<file path="config.mk">
export PLATFORM = sky130hd
export DESIGN_NAME = instr_capture
export DESIGN_NICKNAME = d
export VERILOG_FILES = /design/src/rtl/instr_capture_pkg.sv /design/src/rtl/instr_capture_debouncer.sv /design/src/rtl/instr_capture.sv
export SDC_FILE = /design/constraint.sdc
export NUM_CORES = 1
export LEC_CHECK = 0
export ABC_AREA = 1
export CORE_ASPECT_RATIO = 1.4
export CORE_UTILIZATION = 49
export DETAILED_ROUTE_END_ITERATION = 8
export GPL_TIMING_DRIVEN = 1
export PLACE_DENSITY = 0.73
export SYNTH_ARGS = -nofsm -noshare
export SYNTH_HDL_FRONTEND = slang
export SYNTH_SLANG_ARGS = --single-unit
</file>
<file path="constraint.sdc">
create_clock -name clk -period 2.1 [get_ports clk]
set_input_delay 0.42 -clock clk [delete_from_list [all_inputs] [get_ports clk]]
set_output_delay 0.42 -clock clk [all_outputs]
set_load 0.01 [all_outputs]
</file>
<file path="src/rtl/instr_capture_pkg.sv">
// Shared definitions for the instruction capture front end: opcode map,
// instruction word field positions, FSM state encoding and decode helpers.
package instr_pkg;

   localparam logic [3:0] OP_ADD      = 4'd0;
   localparam logic [3:0] OP_SUB      = 4'd1;
   localparam logic [3:0] OP_AND      = 4'd2;
   localparam logic [3:0] OP_OR       = 4'd3;
   localparam logic [3:0] OP_XOR      = 4'd4;
   localparam logic [3:0] OP_MOV      = 4'd5;
   localparam logic [3:0] OP_ADDI     = 4'd6;
   localparam logic [3:0] OP_SUBI     = 4'd7;
   localparam logic [3:0] OP_ANDI     = 4'd8;
   localparam logic [3:0] OP_ORI      = 4'd9;
   localparam logic [3:0] OP_LAST_IMM = 4'd10;

   localparam int OPC_MSB = 15;
   localparam int OPC_LSB = 12;
   localparam int RC_MSB  = 11;
   localparam int RC_LSB  = 8;
   localparam int RA_MSB  = 7;
   localparam int RA_LSB  = 4;
   localparam int RB_MSB  = 3;
   localparam int RB_LSB  = 0;

   localparam int REG_ADDR_W = 5;
   localparam int IMM_W      = 16;

   typedef enum logic [2:0] {
      IDLE      = 3'd0,
      CAPTURE   = 3'd1,
      EXECUTE   = 3'd2,
      WRITEBACK = 3'd3,
      HOLD      = 3'd4
   } state_t;

   // Immediate-form opcodes sit in one contiguous band above the register forms.
   function automatic logic isImmOp(input logic [3:0] op);
      return (op >= OP_ADDI) && (op <= OP_LAST_IMM);
   endfunction

   function automatic logic isIllegalOp(input logic [3:0] op);
      return op > OP_LAST_IMM;
   endfunction

   function automatic logic [REG_ADDR_W-1:0] zextAddr(input logic [3:0] field);
      return {1'b0, field};
   endfunction

   function automatic logic [IMM_W-1:0] zextImm(input logic [3:0] field);
      return {12'd0, field};
   endfunction

endpackage

</file>
<file path="src/rtl/instr_capture_debouncer.sv">
// Push-button conditioner: two-flop synchronizer, stability counter and a
// single-cycle press pulse on the accepted released-to-pressed transition.
module key_debouncer
   import instr_pkg::*;
#(
   parameter int DEBOUNCE_CYCLES = 1000000
) (
   input  logic i_clk,
   input  logic i_rst_n,
   input  logic i_key_n,
   output logic o_released,
   output logic o_press
);

   localparam int CNT_W = (DEBOUNCE_CYCLES > 1) ? $clog2(DEBOUNCE_CYCLES + 1) : 1;

   logic             r_sync1;
   logic             r_sync2;
   logic             r_prev;
   logic             r_stable;
   logic             r_press;
   logic [CNT_W-1:0] r_count;

   // Any movement of the synchronized level restarts the stability window;
   // the accepted level only follows once the window has fully elapsed.
   always_ff @(posedge i_clk or negedge i_rst_n) begin
      if (!i_rst_n) begin
         r_sync1  <= 1'b1;
         r_sync2  <= 1'b1;
         r_prev   <= 1'b1;
         r_stable <= 1'b1;
         r_press  <= 1'b0;
         r_count  <= '0;
      end else begin
         r_sync1 <= i_key_n;
         r_sync2 <= r_sync1;
         r_prev  <= r_sync2;
         r_press <= 1'b0;
         if ((r_sync2 != r_prev) || (r_sync2 == r_stable)) begin
            r_count <= '0;
         end else if (r_count == CNT_W'(DEBOUNCE_CYCLES - 1)) begin
            r_stable <= r_sync2;
            r_press  <= r_stable & ~r_sync2;
            r_count  <= '0;
         end else begin
            r_count <= r_count + 1'b1;
         end
      end
   end

   assign o_released = r_stable;
   assign o_press    = r_press;

endmodule

</file>
<file path="src/rtl/instr_capture.sv">
// Issue stage for the switch-driven processor: one decoded issue per debounced
// key press. Define INSTR_COUNT_EN to add the 16-bit retired-instruction counter.
module instr_capture
   import instr_pkg::*;
#(
   parameter int DEBOUNCE_CYCLES = 1000000,
   parameter int ALU_WAIT        = 2
) (
   input  logic        clk,
   input  logic        rst_n,
   input  logic        key_exec_n,
   input  logic        key_read_n,
   input  logic [15:0] sw,
   output logic [3:0]  codeop,
   output logic [4:0]  reg_a,
   output logic [4:0]  reg_b,
   output logic [4:0]  reg_c,
   output logic [15:0] imm,
   output logic        flag_imm,
   output logic        bank_we,
   output logic        illegal,
   output logic        busy
`ifdef INSTR_COUNT_EN
   ,
   output logic [15:0] retired
`endif
);

   localparam int WAIT_W = (ALU_WAIT > 1) ? $clog2(ALU_WAIT) : 1;

   logic w_execPress;
   logic w_execReleased;
   logic w_readPress;
   logic w_readReleased;
   logic w_waitDone;
   logic [3:0] w_opcode;

   state_t              r_state;
   logic [WAIT_W-1:0]   r_waitCnt;
   logic [3:0]          r_codeop;
   logic [4:0]          r_regA;
   logic [4:0]          r_regB;
   logic [4:0]          r_regC;
   logic [15:0]         r_imm;
   logic                r_flagImm;
   logic                r_bankWe;
   logic                r_illegal;
`ifdef INSTR_COUNT_EN
   logic [15:0]         r_retired;
`endif

   key_debouncer #(.DEBOUNCE_CYCLES(DEBOUNCE_CYCLES)) u_execDeb (
      .i_clk      (clk),
      .i_rst_n    (rst_n),
      .i_key_n    (key_exec_n),
      .o_released (w_execReleased),
      .o_press    (w_execPress)
   );

   key_debouncer #(.DEBOUNCE_CYCLES(DEBOUNCE_CYCLES)) u_readDeb (
      .i_clk      (clk),
      .i_rst_n    (rst_n),
      .i_key_n    (key_read_n),
      .o_released (w_readReleased),
      .o_press    (w_readPress)
   );

   assign w_opcode   = sw[OPC_MSB:OPC_LSB];
   assign w_waitDone = (int'(r_waitCnt) + 1) >= ALU_WAIT;

   // Single issue sequencer; every decoded field is a register updated only on
   // the transition that consumes the switches, so later switch moves are inert.
   always_ff @(posedge clk or negedge rst_n) begin
      if (!rst_n) begin
         r_state   <= IDLE;
         r_waitCnt <= '0;
         r_codeop  <= '0;
         r_regA    <= '0;
         r_regB    <= '0;
         r_regC    <= '0;
         r_imm     <= '0;
         r_flagImm <= 1'b0;
         r_bankWe  <= 1'b0;
         r_illegal <= 1'b0;
`ifdef INSTR_COUNT_EN
         r_retired <= '0;
`endif
      end else begin
         r_bankWe <= 1'b0;
         case (r_state)
            IDLE: begin
               if (w_execPress) begin
                  r_state <= CAPTURE;
               end else if (w_readPress) begin
                  r_regA    <= zextAddr(sw[RC_MSB:RC_LSB]);
                  r_regB    <= zextAddr(sw[RA_MSB:RA_LSB]);
                  r_flagImm <= 1'b0;
                  r_state   <= HOLD;
               end
            end
            CAPTURE: begin
               r_codeop <= w_opcode;
               r_regC   <= zextAddr(sw[RC_MSB:RC_LSB]);
               if (isIllegalOp(w_opcode)) begin
                  r_illegal <= 1'b1;
                  r_state   <= HOLD;
               end else begin
                  r_illegal <= 1'b0;
                  r_waitCnt <= '0;
                  r_regB    <= zextAddr(sw[RB_MSB:RB_LSB]);
                  r_state   <= EXECUTE;
                  if (isImmOp(w_opcode)) begin
                     r_imm     <= zextImm(sw[RA_MSB:RA_LSB]);
                     r_flagImm <= 1'b1;
                  end else begin
                     r_regA    <= zextAddr(sw[RA_MSB:RA_LSB]);
                     r_flagImm <= 1'b0;
                  end
               end
            end
            EXECUTE: begin
               if (w_waitDone) begin
                  r_bankWe <= 1'b1;
                  r_state  <= WRITEBACK;
               end else begin
                  r_waitCnt <= r_waitCnt + 1'b1;
               end
            end
            WRITEBACK: begin
`ifdef INSTR_COUNT_EN
               r_retired <= r_retired + 16'd1;
`endif
               r_state <= HOLD;
            end
            HOLD: begin
               if (w_execReleased && w_readReleased) begin
                  r_state <= IDLE;
               end
            end
            default: r_state <= IDLE;
         endcase
      end
   end

   assign codeop   = r_codeop;
   assign reg_a    = r_regA;
   assign reg_b    = r_regB;
   assign reg_c    = r_regC;
   assign imm      = r_imm;
   assign flag_imm = r_flagImm;
   assign bank_we  = r_bankWe;
   assign illegal  = r_illegal;
   assign busy     = (r_state != IDLE);
`ifdef INSTR_COUNT_EN
   assign retired  = r_retired;
`endif

endmodule
</file>
; ---- Word level (Yosys, flattened, before mapping)
; Cells that the tools add are included.
[word_totals]
output_inout_bits = 39
input_bits = 20
regBits = 79
[classes]
order_cmp = 4
n_bitwise = 7
eq_ne = 18
reduce_logical = 15
add_sub_neg = 4
n_mux = 34
[op_table]
columns = operator, count
row1 = $mux W20, 4
row2 = $add A20 B1 Y20 const B, 2
row3 = $eq A20 B20 Y1 const B, 2
row4 = $mux W5, 7
row5 = $pmux W5 S2, 2
row6 = $mux W3, 5
row7 = $pmux W3 S5, 1
row8 = $mux W1, 13
row9 = $ne A2 B2 Y1 const B, 6
row10 = $reduce_and A3 Y1, 3
row11 = $eq A3 B2 Y1 const B, 2
row12 = $not A1 Y1, 5
row13 = $reduce_and A5 Y1, 1
row14 = $ge A4 B3 Y1 const B, 1
row15 = $gt A4 B4 Y1 const B, 1
row16 = $le A4 B4 Y1 const B, 1
row17 = $pmux W1 S2, 2
row18 = $reduce_and A2 Y1, 2
row19 = $reduce_and A4 Y1, 1
row20 = $reduce_bool A2 Y1, 2
row21 = $eq A3 B1 Y1 const B, 1
row22 = $eq A3 B3 Y1 const B, 1
row23 = $logic_not A3 Y1, 1
row24 = $ne A3 B1 Y1 const B, 1
row25 = other kinds (10), 15

; ---- Longest topological paths before layout
; Gate-level depths: netlist of run 1.
[logic_depth]
depth_word = 5
mapped_depth = 9

; ---- Hierarchy
; Synthesis of run 1 repeated with hierarchy kept, for this count alone.
[unflattened]
cells_unflattened = 524
hier_area_um2 = 4160.2
[by_module_without_submodules]
columns = mod, n_inst, cells_each, area_each_um2
row1 = key_debouncer, 2, 172, 1385.1
row2 = instr_capture, 1, 180, 1390.1

; ---- Worst setup path before layout of run 1
; Ideal clock, no wire load.
[synth_timing]
path_type = register -> register
start = register u_execDeb.r_sync2
end = register u_execDeb.r_stable, in the netlist u_execDeb.o_released
setup_time_ns = 0.081
t_arrival_ns = 1.487
period_less_slack_ns = 1.568
path_stages_with_launch = 8
path_slack_ns = 0.532
required_time_ns = 2.019
n_path_buf = 1
cell_sequence = dfstp_2 inv_1 ha_1 a21oi_1 o21ai_0 clkbuf_1 o21ai_0 nand2_1
[synth_via]
elab_chain_cells = 4
elab_cells_between_ends = 5
classes_between = eq/ne: 2 / bitwise: 1 / reduce/logical: 2
[synth_rtl]
columns = item, line_no
row1 = from (decl), instr_capture_debouncer.sv:18  ; logic r_sync2;
row2 = from (signal assigned), instr_capture_debouncer.sv:36  ; r_sync2 <= r_sync1;
row3 = $ne A1 B1 Y1 / $eq A1 B1 Y1 (equally long branches), instr_capture_debouncer.sv:39  ; if ((r_sync2 != r_prev) || (r_sync2 == r_stable)) begin
row4 = $logic_or A1 B1 Y1, instr_capture_debouncer.sv:39
row5 = $not A1 Y1 (no source line), --
row6 = $reduce_and A2 Y1 (no source line), --
row7 = to (signal assigned), instr_capture_debouncer.sv:42  ; r_stable <= r_sync2;
row8 = to (decl), instr_capture_debouncer.sv:20  ; logic r_stable;
; Several ways; a longest one is shown, not always the timed one.
; A chain may end at the register's enable or synchronous reset.

; ---- Worst setup path after layout of run 1
[layout_timing]
start = register r_state[2]
end = output port busy
[layout_via]
elab_chain_cells = 1
[layout_rtl]
columns = item, line_no
row1 = from (decl), instr_capture.sv:38  ; state_t r_state;
row2 = from (signal assigned), instr_capture.sv:75  ; r_state <= IDLE;
row3 = from (signal assigned), instr_capture.sv:93  ; r_state <= CAPTURE;
row4 = from (signal assigned), instr_capture.sv:98  ; r_state <= HOLD;
row5 = $reduce_bool A3 Y1, instr_capture.sv:153  ; assign busy = (r_state != IDLE);
row6 = to (decl), instr_capture.sv:22  ; output logic busy
; Every way passes these cells.

==> run metrics, run 1 <==
Clk pin slew, worst setup/hold paths=0.08 ns; Ys Warns=0; largest cells by area after synthesis=dfrtp_1 (44%), nand2_1 (11%), nor2_1 (8.1%), dfstp_2 (5.4%), nand3_1 (4.0%); Fillers=700; Num CTS Buffers=9; PnR worst setup slack=roughly 0.16 ns; max-cap viol count=0; sum of negative setup slack=0 ns; fin cells=slightly above 600; DIE AREA=~0.0083 mm2; GPL Wtd Cong=approximately 0.9; max-slew violation count=0; diode count=0; ys flop type=dfrtp_1; Hold Crit Class=flip-flop to flip-flop; Final Critical Period=1.94 ns; Finished Cell Area=roughly 0.0046 mm2; Tcrit/Tclk final=a little over 90%; Synth Register Bits=77; Synth Instances=466; Pint=roughly 2.4 mW; worst r2r path cells=7; Area Overhead vs Synth=19.0%; top cell type by total area after synthesis=dfrtp_1; H-Tree Depth=3; clk buf depth=2; RSZ-0062 raised after global routing=false; Leak=2.07 nW; core area=between 0.007 and 0.008 mm2; grt met3 use=4.15%; CP Launch Type=flip-flop; clock network fraction of total power=between 40% and 50%; area of placed instances=~0.0044 mm2; Clock Skews=0.00625 ns; Psw=slightly below 700 uW; initial core utilization=around half; maximum vdd drop=around 420 uV; number of port buffers=43; Max Freq=between 0.5 and 0.6 GHz; 1st-iter DRT viols=212; Arr. time, crit path=1.52 ns; TritonCTS sink count=77; GRT overflow=0; status=completed; area of the multi-input gates=between 0.0015 and 0.002 mm2; CTS tree=done; Critical Path RT=1.68 ns; global routing usage on met2=32.8%; met1 Track Usage GR=around a quarter; post-route ant nets=0; worst hold stages=0; critical path class=flip-flop to output port; clock root cell=clkbuf_8; total wire length=7.34 mm; Final Util=between 60% and 70%; initial antenna violation count=0; syn_area_per_cell=8.34 um2; PwrDens=664 mW/mm2; Die H=between 100 and 150 um; most used routing layer=met2; Final Hold Vio Count=0; sequential power share=about half; vias in the first global route=2,825; Vias/cell=4.86; total track usage=19.9%; ys async rst share=100%; switching part of the total=roughly 22%; setup violators final=0; Post-Place Cells=a little over 600; total power draw=3.07 mW; Post-synth top cells=nand2_1 (110), nor2_1 (84), dfrtp_1 (69); Core Rows=38; count leader, synth=nand2_1; combinational share of power=6.6%; HPWL after DPL=5.28 mm; Remaining DRCs=0; layout net count=541; hold_ws=roughly 0.36 ns; sequential area share after synthesis=49.8%; post-synth cell types=30; number of synthesized flops with an enable pin=0; Ports=59; synthesized cell area=0.00389 mm2; Die W=77.3 um; latest clock arrival within the worst-skew pair=about 0.35 ns; Initial DRT Pass Iterations=4; largest net degree at the start of global routing=49; Register Area=0.00194 mm2; share of layout cells above drive strength 1=12.1%; Vias=3,023; wire per inst=roughly 12 um; cts repair resizes=0; first-pass GRT wire length=roughly 13 mm; crit-path max FO=5; Critical Path Sink Type=output port; top cell type's share of synthesized area=44.4%; post-place setup slack=~0.18 ns
[flip-flops by register name (all words and copies together), names as in the netlist, 3 cells and up]
| register | flops |
|---|---|
| u_readDeb.r_count | 20 |
| reg_c | 4 |
| r_state | 3 |
| reg_b | 4 |
| reg_a | 4 |
| codeop | 4 |
| imm | 4 |
| u_execDeb.r_count | 20 |
[cells in the final DEF (no fill, tap or decap), types with 5 or more instances in the layout]
cell type and n:
o21a_1 5, nand2_1 110, nand3_1 31, nor3b_1 5
clkbuf_8 9, inv_1 39, o21ai_0 14, xor2_1 14
conb_1 15, dfrtp_1 69, xnor2_1 6, nor2_1 84
dfstp_2 8, nor2_2 8, a21oi_1 11, nand2_2 6
clkdlybuf4s50_1 42
[worst paths after layout]
path / from / endpoint / slack [ns]
max: r_state[2]$_DFFE_PN0P_ / busy / 0.16
min: u_readDeb.r_sync1$_DFF_PN1_ / u_readDeb.r_sync2$_DFF_PN1_ / 0.36
max reg2reg: r_state[2]$_DFFE_PN0P_ / imm[3]$_DFFE_PN0P_ / 0.35
min reg2reg: u_readDeb.r_sync1$_DFF_PN1_ / u_readDeb.r_sync2$_DFF_PN1_ / 0.36
max in group asynchronous: rst_n / u_execDeb.r_prev$_DFF_PN1_ / 0.93
min in group asynchronous: rst_n / reg_c[2]$_DFFE_PN0P_ / 0.53
[cell families after synthesis]
logic type / Yosys count / share of synthesized area [%]
other: 1 / 0.0965
adders and majority gates: 4 / 1.29
AOI/OAI and AO/OA: 36 / 5.54
DFF: 77 / 49.8
buffers and inverters: 63 / 8.05
xor gates and xnor gates: 20 / 4.51
and+or+nand+nor: 265 / 30.7
[critical path, stage by stage (launching register included)]
cell and delay, ns:
dfrtp_1 0.43, nor2_4 0.17, nand2_1 0.08, clkdlybuf4s50_1 0.48
[power by group through the flow]
stage	sequential [mW]	clock [mW]	combinational [mW]
6_report	1.53	1.34	0.202
5_1_grt	1.54	1.44	0.226
4_1_cts	1.53	1.37	0.206
3_5_place_dp	1.56	0	0.204
3_3_place_gp	1.56	0	0.201
2_1_floorplan	1.56	0	0.0940
[cell type report]
class	count	share of cell area, %
clock inverter	6	2.41
sequential	77	41.9
clock buffer	10	2.76
multi-input combinational	340	36.5
tap	100	2.71
inverter	41	3.33
timing repair buffer	48	10.4
[layer usage]
layer / vias to the layer above / wire [um] / share of wire [%]
met5: - / 0 / 0
met4: 0 / 170 / 2.3
met3: 11 / 344 / 4.7
met2: 71 / 3640 / 50
met1: 1407 / 3190 / 43
li1: 1534 / - / -
[what timing repair did]
| action | CTS | global route |
|---|---|---|
| endpoints found under the hold margin | 29 | 0 |
| hold buffers | 1 | 0 |
| setup buffers | 0 | 0 |
Note: power is estimated with default switching activity, not from simulation.
==> inputs of run 2 (changes only) <==
--- a/config.mk
+++ b/config.mk
@@ -7,10 +7,10 @@
 export LEC_CHECK = 0
 export ABC_AREA = 1
 export CORE_ASPECT_RATIO = 1.4
-export CORE_UTILIZATION = 49
+export CORE_UTILIZATION = 54
 export DETAILED_ROUTE_END_ITERATION = 8
 export GPL_TIMING_DRIVEN = 1
-export PLACE_DENSITY = 0.73
+export PLACE_DENSITY = 0.8
 export SYNTH_ARGS = -nofsm -noshare
 export SYNTH_HDL_FRONTEND = slang
 export SYNTH_SLANG_ARGS = --single-unit
==> run 2 against run 1 <==
Net effect: maximum frequency up 1.4%; total power down 7.9%; first-iteration DRC count up 7.1%; critical path depth unchanged; worst hold slack worse by 0.36 ns; register-to-register slack worse by 0.05 ns; design area down 1.3%; critical endpoint unchanged; core utilization up 5.3 points; non-clock buffer count unchanged; wire length up 0.45%; largest cell class unchanged.
==> run metrics, run 2 (synthesis gave the netlist of run 1 again) <==
worst slew pin tran=0.486 ns; Leak=2.05 nW (was 2.07 nW); wire per inst=11.9 um (was 11.8 um); diode count=0 (unchanged); total track usage=21.5% (was 19.9%); layout net count=541 (unchanged); RR Endpoint=u_execDeb.r_count[16]$_DFF_PN0_ (was imm[3]$_DFFE_PN0P_); area of placed instances=0.00438 mm2 (about the same); biggest regs=u_execDeb.r_count (20), u_readDeb.r_count (20) (unchanged); initial antenna violation count=0 (unchanged); Die W=73.7 um (was 77.3 um); sum of negative setup slack=0 ns (unchanged); Vias=3,028 (was 3,023); commonest non-fill, non-tap cell in the layout=nand2_1 (unchanged); timing startpoint of the critical path=r_state[2]$_DFFE_PN0P_ (unchanged); Clk pin slew, worst setup/hold paths=0.08 ns (about the same); crit-path leading delay family=buffers and inverters (unchanged); cts hold-fix bufs=0 (was 1); worst r2r path cells=9 (was 7); Max Freq=0.523 GHz (was 0.516 GHz); GPL Wtd Cong=0.864 (was 0.910); first-pass GRT wire length=12.4 mm (was 12.8 mm); total power draw=2.83 mW (was 3.07 mW); Final Hold Vio Count=0 (unchanged); TritonCTS sink count=77 (unchanged); Ports=59 (unchanged); highest-count cells in the layout ignoring fill and taps=nand2_1 (110), nor2_1 (84), dfrtp_1 (69) (unchanged); Final Critical Period=1.91 ns (was 1.94 ns); status=completed (unchanged); crit-path max FO=5 (unchanged); RSZ-0062 raised after global routing=false (unchanged); slack of the worst reg-to-reg path=0.30 ns (was 0.35 ns); hold_ws=0.00239 ns (was 0.360 ns); share of layout cells above drive strength 1=11.7% (was 12.1%); Core Rows=36 (was 38); GRT overflow=0 (unchanged); setup violators final=0 (unchanged); Slew headroom=67.3%; post-route ant nets=0 (unchanged); number of port buffers=43 (unchanged); initial core utilization=55.7% (was 50.5%); Initial DRT Pass Iterations=5 (was 4); Clock Skews=0.0105 ns (was 0.00625 ns); Num CTS Buffers=9 (unchanged); crit-path max cell delay=0.48 ns (about the same); cts repair resizes=0 (unchanged); Area Overhead vs Synth=17.5% (was 19.0%); critical path class=flip-flop to output port (unchanged); Critical Path Sink Type=output port (unchanged); CP Buf/Inv Count=1 (unchanged); Remaining DRCs=0 (unchanged); Die H=102 um (was 107 um); PwrDens=620 mW/mm2 (was 664 mW/mm2); Fillers=565 (was 700); Critical Path RT=1.68 ns (about the same); DIE AREA=0.00754 mm2 (was 0.00830 mm2); max-cap viol count=0 (unchanged); total wire length=7.37 mm (was 7.34 mm); Tcrit/Tclk final=91.0% (was 92.2%); maximum vdd drop=302 uV (was 424 uV); HPWL after DPL=5.46 mm (was 5.28 mm); latest clock arrival within the worst-skew pair=0.35 ns (about the same); Finished Cell Area=0.00456 mm2 (was 0.00462 mm2); 1st-iter DRT viols=227 (was 212); Arr. time, crit path=1.49 ns (was 1.52 ns); largest net degree at the start of global routing=36 (was 49); clock root cell=clkbuf_8 (unchanged); cell breakdown of the critical path=nor2_4 > nand2_1 > clkdlybuf4s50_1 (unchanged); Vias/cell=4.91 (was 4.86); core area=0.00698 mm2 (was 0.00770 mm2); clk buf depth=2 (unchanged); H-Tree Depth=3 (unchanged); max-slew violation count=0 (unchanged); Setup Fix Bufs, Post-CTS=0 (unchanged); CTS tree=done (unchanged); CP max-delay cell=clkdlybuf4s50_1 (unchanged); CP Launch Type=flip-flop (unchanged); Hold Crit Class=input pin to async pin (was flip-flop to flip-flop); Critical R2R Launch=u_execDeb.r_sync2$_DFF_PN1_ (was r_state[2]$_DFFE_PN0P_); vias in the first global route=2,913 (was 2,825)
## run 2: through the flow
step                      worst slack, ns  util, %  instances
final                               0.189     65.4        617
after global placement              0.292     62.7        601
after global routing                0.122     65.4        617
after floorplan                     0.532        -        480
after detailed placement            0.235     62.7        601
after CTS                           0.177     65.4        617
## run 2: final cells by class
| class | instances | area, um2 | share of cell area [%] |
|---|---|---|---|
| Clock buffer | 14 | 153 | 3.34 |
| Inverter | 41 | 154 | 3.37 |
| Multi-Input combinational cell | 340 | 1690 | 37.0 |
| Sequential cell | 77 | 1940 | 42.4 |
| Timing Repair Buffer | 48 | 478 | 10.5 |
| Tap cell | 95 | 119 | 2.60 |
| Clock inverter | 2 | 35.0 | 0.768 |
## run 2: how the worst max path moves through the flow
stage                                                  end  cells past startpoint
final                                                 busy                      3
after CTS                                             busy                      3
after global routing                                  busy                      3
after floorplan           u_execDeb.o_released$_DFFE_PN1P_                      7
after global placement                flag_imm$_DFFE_PN0P_                      7
after detailed placement              reg_a[2]$_DFFE_PN0P_                      8
## run 2: layer usage
metal / part of all wire, % / GRT usage [%] / up-vias
met5: 0 / 0 / -
met1: 43 / 25.1 / 1407
met4: 2.0 / 9.91 / 0
li1: - / - / 1530
met2: 50 / 37.3 / 77
met3: 5.0 / 4.73 / 14
## run 2: report_power, final
group | total [mW] | switching (mW) | internal (mW)
logic | 0.202 | 0.112 | 0.0898
registers | 1.53 | 0.0177 | 1.51
clock network | 1.10 | 0.515 | 0.582
==> inputs of run 3 (changes only) <==
--- a/config.mk
+++ b/config.mk
@@ -6,11 +6,13 @@
 export NUM_CORES = 1
 export LEC_CHECK = 0
 export ABC_AREA = 1
+export CELL_PAD_IN_SITES_DETAIL_PLACEMENT = 1
+export CELL_PAD_IN_SITES_GLOBAL_PLACEMENT = 1
 export CORE_ASPECT_RATIO = 1.4
-export CORE_UTILIZATION = 54
+export CORE_UTILIZATION = 40
 export DETAILED_ROUTE_END_ITERATION = 8
 export GPL_TIMING_DRIVEN = 1
-export PLACE_DENSITY = 0.8
+export PLACE_DENSITY = 0.84
 export SYNTH_ARGS = -nofsm -noshare
 export SYNTH_HDL_FRONTEND = slang
 export SYNTH_SLANG_ARGS = --single-unit
==> run 3 against run 2 <==
Net effect: worst hold slack improved by 0.025 ns; combinational power barely moved; core utilization fell by 16 points; sequential cell count did not move; total power rose by 15%; non-clock buffer count rose by 1; setup slack got worse by 0.051 ns; critical path type unchanged; largest cell class unchanged; largest power group unchanged.
==> run metrics, run 3 (synthesis gave the netlist of run 1 again) <==
status=completed (unchanged); global routing usage on met2=36.3% (was 37.3%); Arr. time, crit path=1.54 ns (was 1.49 ns); total wire length=9.19 mm (was 7.37 mm); Fillers=1,140 (was 565); highest-count cells in the layout ignoring fill and taps=nand2_1 (110), nor2_1 (84), dfrtp_1 (69) (unchanged); crit-path max FO=5 (unchanged); post-route ant nets=0 (unchanged); CTS tree=done (unchanged); Critical Path Sink Type=output port (unchanged); grt met3 use=3.63% (was 4.73%); Leak=2.10 nW (was 2.05 nW); critical path class=flip-flop to output port (unchanged); Core Rows=42 (was 36); Remaining DRCs=0 (unchanged); met1 Track Usage GR=21.4% (was 25.1%); sum of negative setup slack=0 ns (unchanged); Setup Fix Bufs, Post-CTS=0 (unchanged); initial antenna violation count=0 (unchanged); latest clock arrival within the worst-skew pair=0.34 ns (was 0.35 ns); maximum vdd drop=365 uV (was 302 uV); crit-path max cell delay=0.54 ns (was 0.48 ns); cell breakdown of the critical path=inv_1 > nand2_1 > clkdlybuf4s50_1 (was nor2_4 > nand2_1 > clkdlybuf4s50_1); Die H=119 um (was 102 um); max-cap viol count=0 (unchanged); Ports=59 (unchanged); max-slew violation count=0 (unchanged); clock root cell=clkbuf_16 (was clkbuf_8); CP Launch Type=flip-flop (unchanged); Area Overhead vs Synth=20.8% (was 17.5%); Tcrit/Tclk final=93.4% (was 91.0%); total power draw=3.26 mW (was 2.83 mW); Vias/cell=4.99 (was 4.91); core area=0.00946 mm2 (was 0.00698 mm2); CP max-delay cell=clkdlybuf4s50_1 (unchanged); initial core utilization=41.1% (was 55.7%); Num CTS Buffers=9 (unchanged); Critical Path RT=1.68 ns (about the same); biggest regs=u_execDeb.r_count (20), u_readDeb.r_count (20) (unchanged); 1st-iter DRT viols=153 (was 227); Vias=3,160 (was 3,028); vias in the first global route=3,428 (was 2,913); Die W=85.3 um (was 73.7 um); slack of the worst reg-to-reg path=0.42 ns (was 0.30 ns); GPL Wtd Cong=0.825 (was 0.864); Hold Crit Class=input pin to async pin (unchanged); Clock Skews=0.00576 ns (was 0.0105 ns); Final Critical Period=1.96 ns (was 1.91 ns); share of layout cells above drive strength 1=12.6% (was 11.7%); most used routing layer=met2 (unchanged); largest net degree at the start of global routing=46 (was 36); Max Freq=0.510 GHz (was 0.523 GHz); TritonCTS sink count=77 (unchanged); Clk pin slew, worst setup/hold paths=0.06 ns (was 0.08 ns); first-pass GRT wire length=15.5 mm (was 12.4 mm); wire per inst=14.5 um (was 11.9 um); RSZ-0062 raised after global routing=false (unchanged); PwrDens=694 mW/mm2 (was 620 mW/mm2); GRT overflow=0 (unchanged); cts repair resizes=0 (unchanged); Initial DRT Pass Iterations=4 (was 5); total track usage=19.9% (was 21.5%); HPWL after DPL=6.79 mm (was 5.46 mm); H-Tree Depth=3 (unchanged); commonest non-fill, non-tap cell in the layout=nand2_1 (unchanged); layout net count=542 (was 541); Final Hold Vio Count=0 (unchanged); setup violators final=0 (unchanged); cts hold-fix bufs=0 (unchanged); clk buf depth=2 (unchanged); DIE AREA=0.0101 mm2 (was 0.00754 mm2); Final Util=49.6% (was 65.4%); number of port buffers=43 (unchanged); diode count=0 (unchanged)
## run 3: per-layer routing
metal  vias up  wire length (um)
li1       1536                 -
met1      1539              3710
met2        62              4940
met3        23               260
met4         0               289
met5         -                 0
## run 3: final cells by class
cell class,instances,area (um2),share of cell area (%)
Inverter,41,154,3.28
Clock inverter,7,66.3,1.41
Sequential cell,77,1940,41.3
Clock buffer,9,225,4.80
Timing Repair Buffer,49,485,10.3
Tap cell,110,138,2.93
Multi-Input combinational cell,340,1690,36.0
## run 3: worst paths after layout
kind,start,to,cells past startpoint
hold reg to reg,u_readDeb.r_sync1$_DFF_PN1_,u_readDeb.r_sync2$_DFF_PN1_,0
hold / removal,rst_n,u_readDeb.r_count[11]$_DFF_PN0_,1
max in group asynchronous,rst_n,codeop[0]$_DFFE_PN0P_,2
setup / recovery,r_state[0]$_DFFE_PN0P_,busy,3
min in group clk,u_readDeb.r_sync1$_DFF_PN1_,u_readDeb.r_sync2$_DFF_PN1_,0
setup reg to reg,u_readDeb.r_sync2$_DFF_PN1_,u_readDeb.r_count[16]$_DFF_PN0_,9
## run 3: worst max-delay path: cells and delay by family (launching register included)
kind          cells  cell delay (ns)
flops             1             0.44
simple gates      1             0.11
buf+inv           2             0.66
## run 3: stage by stage
stage	hold slack [ns]	setup WS [ns]	std cells	area (um2)
after global routing	0.0582	0.103	633	4690
after global placement	0.347	0.312	617	4400
after detailed placement	0.349	0.260	617	4400
final	0.0272	0.138	633	4690
after CTS	0.0364	0.120	633	4690
after floorplan	0.124	0.532	480	3940
## run 3: where the power goes
group          leakage, nW  internal (mW)  switching [mW]  total [mW]
clock network        0.145          0.912           0.603        1.52
logic                0.981         0.0889           0.116       0.205
registers            0.973           1.52          0.0201        1.54
